--- src/rtl/oc8051_psw_flag_wb.sv ---
// PSW write-back: commits ALU flags (single- or multi-cycle) and SFR writes, holds PSW.
// Optional OC8051_PSW_F1_EN makes PSW[1] (F1) a writable user flag; otherwise it reads 0.
module oc8051_psw_flag_wb #(
   parameter logic [7:0] PSW_ADDR = 8'hD0,
   parameter logic [7:0] RST_VAL  = 8'h00
) (
   input  logic       clk,
   input  logic       rst,
   input  logic [1:0] psw_set,
   input  logic       cy_in,
   input  logic       ac_in,
   input  logic       ov_in,
   input  logic       mc_start,
   input  logic       mc_done,
   input  logic [7:0] acc,
   input  logic       wr,
   input  logic       wr_bit,
   input  logic [7:0] wr_addr,
   input  logic [7:0] data_in,
   input  logic       bit_in,
   output logic [7:0] data_out,
   output logic       cy_out,
   output logic [1:0] bank_sel,
   output logic       busy
);

   localparam logic [0:0] ST_IDLE = 1'b0;
   localparam logic [0:0] ST_WAIT = 1'b1;

   // Bits that SFR writes may touch; parity is never writable.
`ifdef OC8051_PSW_F1_EN
   localparam logic [7:0] WR_MASK = 8'hFE;
`else
   localparam logic [7:0] WR_MASK = 8'hFC;
`endif

   logic [7:0] psw_q;
   logic [7:0] psw_nxt;
   logic [0:0] state_q;
   logic [0:0] state_nxt;
   logic [1:0] sel_q;
   logic [1:0] sel_nxt;
   logic [1:0] commit_sel;
   logic       mc_commit;
   logic [7:0] flag_mask;
   logic [7:0] flag_val;
   logic [7:0] psw_flag;
   logic       byte_hit;
   logic       bit_hit;
   logic [7:0] wr_mask;
   logic [7:0] wr_val;

   // State, pending select and PSW registers.
   always_ff @(posedge clk) begin
      if (rst) begin
         state_q <= ST_IDLE;
         sel_q   <= 2'b00;
         busy    <= 1'b0;
         psw_q   <= (RST_VAL & WR_MASK) | {7'b0, ^acc};
      end else begin
         state_q <= state_nxt;
         sel_q   <= sel_nxt;
         busy    <= (state_nxt == ST_WAIT);
         psw_q   <= psw_nxt;
      end
   end

   // Next state and the flag select to commit this cycle.
   always_comb begin
      state_nxt  = state_q;
      sel_nxt    = sel_q;
      commit_sel = 2'b00;
      mc_commit  = 1'b0;
      case (state_q)
         ST_IDLE: begin
            if (mc_start) begin
               if (psw_set != 2'b00) begin
                  sel_nxt   = psw_set;
                  state_nxt = ST_WAIT;
               end
            end else begin
               commit_sel = psw_set;
            end
         end
         ST_WAIT: begin
            if (mc_done) begin
               commit_sel = sel_q;
               mc_commit  = 1'b1;
               sel_nxt    = 2'b00;
               state_nxt  = ST_IDLE;
            end
         end
         default: begin
            state_nxt = ST_IDLE;
            sel_nxt   = 2'b00;
         end
      endcase
   end

   // Flags first, then the SFR write, except where a multi-cycle result must win.
   always_comb begin
      case (commit_sel)
         2'b01:   flag_mask = 8'h80;
         2'b10:   flag_mask = 8'hC4;
         2'b11:   flag_mask = 8'h84;
         default: flag_mask = 8'h00;
      endcase
      flag_val = {cy_in, ac_in, 3'b000, ov_in, 2'b00};
      psw_flag = (psw_q & ~flag_mask) | (flag_val & flag_mask);

      byte_hit = wr && !wr_bit && (wr_addr == PSW_ADDR);
      bit_hit  = wr && wr_bit && (wr_addr[7:3] == PSW_ADDR[7:3]);
      wr_mask  = 8'h00;
      if (byte_hit) begin
         wr_mask = 8'hFF;
      end else if (bit_hit) begin
         wr_mask = 8'(1'b1) << wr_addr[2:0];
      end
      wr_mask = wr_mask & WR_MASK;
      if (mc_commit) begin
         wr_mask = wr_mask & ~flag_mask;
      end
      wr_val = wr_bit ? {8{bit_in}} : data_in;

      psw_nxt    = (psw_flag & ~wr_mask) | (wr_val & wr_mask);
      psw_nxt[0] = ^acc;
   end

   assign data_out = psw_q;
   assign cy_out   = psw_q[7];
   assign bank_sel = psw_q[4:3];

endmodule

--- config.mk ---
export PLATFORM = sky130hd
export DESIGN_NAME = oc8051_psw_flag_wb
export DESIGN_NICKNAME = d
export VERILOG_FILES = /design/src/rtl/oc8051_psw_flag_wb.sv
export SDC_FILE = /design/constraint.sdc
export NUM_CORES = 1
export LEC_CHECK = 0
export ABC_AREA = 1
export CORE_MARGIN = 10
export CORE_UTILIZATION = 42
export CTS_BUF_LIST = sky130_fd_sc_hd__clkbuf_4 sky130_fd_sc_hd__clkbuf_8
export CTS_CLUSTER_DIAMETER = 50
export DETAILED_ROUTE_END_ITERATION = 16
export PLACE_DENSITY = 0.87
export SYNTH_ARGS = -nofsm -noshare
export SYNTH_HDL_FRONTEND = slang
export SYNTH_SLANG_ARGS = --single-unit
export TNS_END_PERCENT = 1
--- constraint.sdc ---
create_clock -name clk -period 2.7 [get_ports clk]
set_input_delay 0.54 -clock clk [delete_from_list [all_inputs] [get_ports clk]]
set_output_delay 0.54 -clock clk [all_outputs]
set_load 0.05 [all_outputs]
==> results of run 1 <==
## metrics by stage
stage | utilization, % | setup WS (ns)
after global routing | 68.4 | 0.589
after detailed placement | 66.6 | 0.757
after global placement | 66.6 | 0.820
after CTS | 68.4 | 0.647
final | 68.4 | 0.657
after floorplan | - | 1.20
## report_power, final
part	switching (W)	leakage (nW)	total [W]	internal [W]
clock network	0.0000496	0.0210	0.000131	0.0000818
logic	0.000112	0.521	0.000204	0.0000926
registers	0.00000655	0.0820	0.000167	0.000161
## layout make-up
cell class,count,area share (%)
multi-input combinational,102,41.8
timing repair buffer,44,32.8
sequential,10,14.9
inverter,18,5.22
clock buffer,4,2.70
tap,27,2.52
## routing by layer
layer / vias to the layer above / GRT usage (%) / wire length, um
met5: - / 0 / 0
li1: 507 / - / -
met3: 4 / 5.59 / 241
met1: 431 / 11.6 / 988
met4: 0 / 3.48 / 31
met2: 44 / 22.1 / 1300
## path summary, 6_finish.rpt
check	cells after the start	slack, ns	from	to
min reg2reg	2	0.46	sel_q[0]$_SDFFE_PP0P_	sel_q[0]$_SDFFE_PP0P_
max	1	0.66	state_q$_SDFF_PP0_	busy
min	2	0.46	sel_q[0]$_SDFFE_PP0P_	sel_q[0]$_SDFFE_PP0P_
max reg2reg	7	1.47	state_q$_SDFF_PP0_	register
## synth_stat cells
master    count
nand2_1      38
nand3_1      15
dfxtp_1      10
inv_1        10
a21oi_1       7
inv_2         7
nor2_1        7
nand2_2       6
xnor2_1       6
buf_4         4
nand2_4       4
a21oi_2       2
nor3_1        2
a21boi_0      1
a31oi_1       1
conb_1        1
inv_4         1
nand3_2       1
nand3b_1      1
nand4_1       1
nor2_2        1
nor2_4        1
nor2_8        1
nor3_2        1
o21ai_0       1
o21ai_1       1
or2_0         1
or2_1         1
xor2_1        1
## kinds of logic after synthesis
| kind of cell | synth area share, % |
|---|---|
| xor+xnor | 7.11 |
| flops | 23.2 |
| other cells | 0.435 |
| buf+inv | 11.6 |
| compound gates | 8.85 |
| simple gates | 48.8 |
==> impl_metrics.tcl, run 1 <==
set metrics [dict create \
    cts_resized 0 \
    drt-vias-per-instance 4.81 \
    grt_pass1_wl_um 4130 \
    maxCapViolations 0 \
    power_w 0.000503 \
    gr-total-overflow 0 \
    diodes 0 \
    multiInputGateArea_sq_um 562 \
    track_usage_pct 12.0 \
    crit_fanout 5 \
    nets 215 \
    clk_pin_slew_ns 0.06 \
    critPathLaunchType "register" \
    setup_viol 0 \
    die_h_um 65.3 \
    hold_buffers 0 \
    postSynthAreaPerCell_sq_um 6.43 \
    worst_setup_path_end_kind "output pin" \
    slew_headroom_pct 65.4 \
    crit_required_ns 2.16 \
    io_pins 48 \
    worstMarginPinSlew_ns 0.518 \
    cp_slowest_cell "clkdlybuf4s50_1" \
    power.density_nw_per_um2 375 \
    hold_slack_ns 0.464 \
    status "finished, final reports clean" \
    fin_crit_ns 2.04 \
    syn_to_final_growth_pct 55.7 \
    final_common_cell "clkdlybuf4s50_1" \
    cts_max_level 1 \
    globalplace.congestion 0.908 \
    ys_warn_count 0 \
    period_share_pct 75.7 \
    hold_violations 0 \
    crit_type "reg2out" \
    placed_cell_area_sq_um 1310 \
    grt_pass1_vias 1023 \
    fp.dieW_um 65.3 \
    dp.cells 201 \
    grt_max_degree 11 \
    rsz0062_at_grt "false" \
    ys_ff_latch 10 \
    maxSlewViolCount 0 \
    via_count 986 \
    seqCellArea_sq_um 200 \
    dieArea_sq_um 4260 \
    synth_cell_types 29 \
    synth_area_leaders "dfxtp_1 23%, nand2_1 17%, nand3_1 8.7%" \
    rows 16 \
    worstPathArrival_ns 1.50 \
    critical_path.cell_chain "clkdlybuf4s50_1" \
    drt_wl_total_um 2570 \
    skew_ns 0.00346 \
    dp_hpwl_um 2200 \
    yosysSeqAreaShare_pct 23.2 \
    drtAntennaViolNets 0 \
    core-area_sq_um 1960 \
    fin_area_sq_um 1340 \
    fillCellCount 177 \
    synth.largest_area_cell "dfxtp_1" \
    mostFrequentLayoutCells "44 x clkdlybuf4s50_1, 38 x nand2_1, 15 x nand3_1, 10 x inv_1, 10 x dfxtp_1" \
    tns_ns 0 \
    clkLatencyLatePin_ns 0.26 \
    cts_made_buffers 3 \
    grt_antenna_before_repair 0 \
    syn-cell-area_sq_um 862 \
    drt_iter0_markers 47 \
    cts_tree "done" \
    first_pass_iters 4 \
    drc 0 \
    start_util_pct 43.9 \
    ir_drop_v 0.000374 \
    syn-num-nets 170 \
    critPathTopFamily "buffers and inverters" \
    ctsRootBufferMaster "clkbuf_4" \
    worst_path_largest_cell_delay_ns 0.83 \
    clock_path_buffers 2 \
    cts_setup_buffers 0 \
    port_buffers 44 \
    min_path_type "reg2reg" \
    clock-sinks 10 \
    synth.top_cell.area_share_pct 23.2 \
    synth_cells 134 \
    wl_per_cell_um 12.5 \
    leakagePower_nw 0.624 \
    drive_above_1_share_pct 16.3 \
    fin_cells 205 \
    fmax_mhz 490 \
    path_buf_inv 1 \
]
(Power assumes the default switching activity.)
==> inputs of run 2 (changes only) <==
CORE_UTILIZATION = 36   (was 42)
PLACE_DENSITY = 0.8   (was 0.87)
clock period = 1.7 ns   (was 2.7 ns; I/O delays follow)
==> impl_metrics.tcl, run 2 (same netlist as run 1, synthesis figures left out) <==
set metrics [dict create \
    status "finished, final reports clean" \
    seqCellArea_sq_um 200 \
    worstPathArrival_ns 1.63 \
    ir_drop_v 0.000514 \
    hold_violations 0 \
    drive_above_1_share_pct 24.2 \
    clkLatencyLatePin_ns 0.27 \
    track_usage_pct 10.6 \
    rsz0062_at_grt "false" \
    cts_made_buffers 3 \
    crit_fanout 10 \
    rr_startpoint "state_q$_SDFF_PP0_" \
    reg2reg_depth 8 \
    multiInputGateArea_sq_um 562 \
    min_from "sel_q[0]$_SDFFE_PP0P_" \
    skew_ns 0.00171 \
    clock-sinks 10 \
    rrSetupSlack_ns 0.46 \
    drtAntennaViolNets 0 \
    drt_wl_total_um 2480 \
    grt_antenna_before_repair 0 \
    fillCellCount 225 \
    fin_util_pct 59.7 \
    globalplace.congestion 0.793 \
    preCtsSetupSlack_ns -0.0214 \
    core-area_sq_um 2250 \
    holdPathEnd "sel_q[0]$_SDFFE_PP0P_" \
    fin_crit_ns 1.46 \
    drc 0 \
    clk_pin_slew_ns 0.06 \
    syn_to_final_growth_pct 56.2 \
    crit_type "in2reg" \
    cts_max_level 1 \
    grt_pass1_vias 939 \
    critPathLaunchType "input port" \
    min_path_type "reg2reg" \
    cp_slowest_cell "clkdlybuf4s50_1" \
    holdPathStages 2 \
    start_util_pct 38.2 \
    die_h_um 68.9 \
    setup_viol 0 \
    placed_cell_area_sq_um 1310 \
    drt_iter0_markers 56 \
    worst_setup_path_end_kind "register" \
    first_pass_iters 3 \
    period_share_pct 85.9 \
    port_buffers 44 \
    clock_path_buffers 2 \
    fp.dieW_um 68.9 \
    nets 219 \
    grt_pass1_wl_um 3860 \
    hold_buffers 0 \
    critical_path.cell_chain "clkdlybuf4s50_1 > nor2_2 > nand2_2 > nor2_4 > nand2_4 > nand2_2 > nand2_1 > nand2_1 > nand3_1 > nand2_1 > inv_1" \
    cts_resized 0 \
    power.density_nw_per_um2 597 \
    drt-vias-per-instance 4.68 \
    dieArea_sq_um 4750 \
    diodes 0 \
    maxSlewViolCount 0 \
    cts_tree "done" \
    final_common_cell "nand2_1" \
    gr-total-overflow 0 \
    tns_ns 0 \
    worst_path_largest_cell_delay_ns 0.49 \
    wl_per_cell_um 11.8 \
    maxCapViolations 0 \
    cts_setup_buffers 0 \
    crit_required_ns 1.87 \
    grt_max_degree 11 \
    rows 17 \
    fmax_mhz 685 \
    fin_ws_ns 0.239 \
    leakagePower_nw 0.663 \
    dp_hpwl_um 2190 \
    ctsRootBufferMaster "clkbuf_4" \
    fin_area_sq_um 1350 \
    mostFrequentLayoutCells "38 x nand2_1, 33 x clkdlybuf4s50_1, 15 x nand3_1, 15 x buf_4" \
    path_common_cell "nand2_1" \
    via_count 982 \
    io_pins 48 \
]
==> run 2: where the power goes <==
group          switching, W  internal, W  leakage, nW
combinational      0.000177     0.000146        0.560
clock             0.0000840     0.000130       0.0210
sequential        0.0000110     0.000255       0.0820
==> run 2: critical path: cells and delay by family <==
kind | cells | cell delay, ns
simple gates | 9 | 0.77
buf+inv | 2 | 0.52
==> run 2: area by class of cell <==
type                       count  share of cell area, %
multi-input combinational    102                   41.7
timing repair buffer          48                   32.9
sequential                    10                   14.9
inverter                      18                   5.20
clock buffer                   4                   2.70
tap                           28                   2.60
==> run 2: worst max-delay path by stage <==
stage | end | from | slack, ns
global placement | register | wr_addr[1] | 0.02
global route | register | wr_addr[1] | 0.13
finish | register | wr_addr[1] | 0.24
detailed placement | register | wr_addr[1] | -0.02
floorplan | register | state_q$_SDFF_PP0_ | 0.20
CTS | register | wr_addr[1] | 0.26
==> run 2: metal layers <==
layer  vias up  global-route usage, %  routed length [um]
met5         -                      0                   0
met4         0                   4.93                  45
met3         4                   4.99                 202
met2        24                   19.2                1340
met1       435                   9.89                 898
li1        519                      -                   -
==> run 2: through the flow <==
| step | hold WS, ns | total power (W) | std cells |
|---|---|---|---|
| after global placement | 0.451 | 0.000588 | 206 |
| final | 0.462 | 0.000804 | 210 |
| after floorplan | 0.409 | 0.000455 | 134 |
| after global routing | 0.514 | 0.000855 | 210 |
| after detailed placement | 0.459 | 0.000596 | 206 |
| after CTS | 0.469 | 0.000814 | 210 |
==> inputs of run 3 (changes only) <==
RECOVER_POWER = 25   (was unset)
==> impl_metrics.tcl, run 3 (same netlist as run 1, synthesis figures left out) <==
set metrics [dict create \
    worstPathArrival_ns 1.63 \
    hold_slack_ns 0.462 \
    nets 219 \
    die_h_um 68.9 \
    cts_tree "done" \
    core-area_sq_um 2250 \
    placed_cell_area_sq_um 1310 \
    path_buf_inv 2 \
    clkLatencyLatePin_ns 0.27 \
    maxSlewViolCount 0 \
    cts_made_buffers 3 \
    via_count 980 \
    skew_ns 0.00167 \
    fin_crit_ns 1.46 \
    cts_max_level 1 \
    fin_area_sq_um 1340 \
    drc 0 \
    drt_iter0_markers 48 \
    cts_resized 0 \
    diodes 0 \
    worst_setup_path_end_kind "register" \
    ctsRootBufferMaster "clkbuf_4" \
    cts_setup_buffers 0 \
    clk_pin_slew_ns 0.06 \
    grt_pass1_wl_um 3860 \
    fmax_mhz 684 \
    hold_buffers 0 \
    grt_antenna_before_repair 0 \
    worstMarginPinSlew_ns 0.611 \
    preCtsSetupSlack_ns -0.0214 \
    tns_ns 0 \
    power.density_nw_per_um2 594 \
    start_util_pct 38.2 \
    gr-total-overflow 0 \
    multiInputGateArea_sq_um 562 \
    drt_wl_total_um 2490 \
    leakagePower_nw 0.651 \
    dp_hpwl_um 2190 \
    path_common_cell "nand2_1" \
    maxCapViolations 0 \
    fin_ws_ns 0.239 \
    first_pass_iters 3 \
    fp.dieW_um 68.9 \
    mostFrequentLayoutCells "38 x nand2_1, 32 x clkdlybuf4s50_1, 15 x nand3_1, 12 x buf_4" \
    min_path_type "reg2reg" \
    globalplace.congestion 0.793 \
    wl_per_cell_um 11.8 \
    hold_violations 0 \
    crit_fanout 10 \
    grt_pass1_vias 939 \
    clock_path_buffers 2 \
    syn_to_final_growth_pct 54.9 \
    setup_viol 0 \
    clock-sinks 10 \
    ir_drop_v 0.000513 \
    dieArea_sq_um 4750 \
    critPathLaunchType "input port" \
    rows 17 \
    period_share_pct 85.9 \
    cp_slowest_cell "clkdlybuf4s50_1" \
    drtAntennaViolNets 0 \
    dp.cells 206 \
    final_common_cell "nand2_1" \
    critPathTopFamily "simple AND/OR/NAND/NOR gates" \
    drive_above_1_share_pct 22.5 \
    rrSetupSlack_ns 0.46 \
    slew_headroom_pct 59.4 \
    track_usage_pct 10.6 \
    critical_path.cell_chain "clkdlybuf4s50_1 > nor2_2 > nand2_2 > nor2_4 > nand2_4 > nand2_2 > nand2_1 > nand2_1 > nand3_1 > nand2_1 > inv_1" \
    worst_path_largest_cell_delay_ns 0.49 \
    io_pins 48 \
    crit_required_ns 1.87 \
    status "finished, final reports clean" \
    fin_cells 210 \
    port_buffers 44 \
    crit_type "in2reg" \
    seqCellArea_sq_um 200 \
    drt-vias-per-instance 4.67 \
    fillCellCount 226 \
    grt_max_degree 11 \
    rsz0062_at_grt "false" \
]
run 3: cell types whose count changed in the layout (fill, tap and decap cells not counted):
cell and change:
or2_1 -1, buf_4 -3, clkbuf_1 +3, or2_0 +1
dlygate4sd3_1 +1, clkdlybuf4s50_1 -1
run 3: final timing paths:
check                   startpoint               endpoint  depth (start not counted)
max                     wr_addr[1]               register                         11
min          sel_q[0]$_SDFFE_PP0P_  sel_q[0]$_SDFFE_PP0P_                          2
max reg2reg     state_q$_SDFF_PP0_               register                          8
min reg2reg  sel_q[0]$_SDFFE_PP0P_  sel_q[0]$_SDFFE_PP0P_                          2
run 3: worst reg2reg max path, stage by stage (launching register included):
cell     delay, ns
dfxtp_1       0.41
nand2_2       0.09
inv_4         0.10
nand2_4       0.07
nand2_4       0.10
nor2_1        0.06
or2_0         0.19
nand2_1       0.08
a21oi_2       0.05
run 3: metal layers:
metal  GRT usage [%]  wire length [um]  vias to the layer above  share of wire, %
li1                -                 -                      519                 -
met1            9.89               898                      431                36
met2            19.2              1340                       26                54
met3            4.99               204                        4               8.2
met4            4.93                45                        0               1.8
met5               0                 0                        -                 0
run 3: layout make-up:
type | count | area share, %
Timing Repair Buffer | 48 | 32.3
Inverter | 18 | 5.25
Multi-Input combinational cell | 102 | 42.1
Sequential cell | 10 | 15.0
Tap cell | 28 | 2.62
Clock buffer | 4 | 2.72
run 3: report_power, final:
group,total (W),internal [W],switching (W)
Sequential,0.000266,0.000255,0.0000107
Clock,0.000214,0.000130,0.0000840
Combinational,0.000312,0.000135,0.000177
run 3: stage by stage:
stage / power, W / util, %
5_1_grt: 0.000843 / 59.2
3_5_place_dp: 0.000596 / 58.1
2_1_floorplan: 0.000455 / -
3_3_place_gp: 0.000588 / 58.1
4_1_cts: 0.000814 / 59.7
6_report: 0.000793 / 59.2
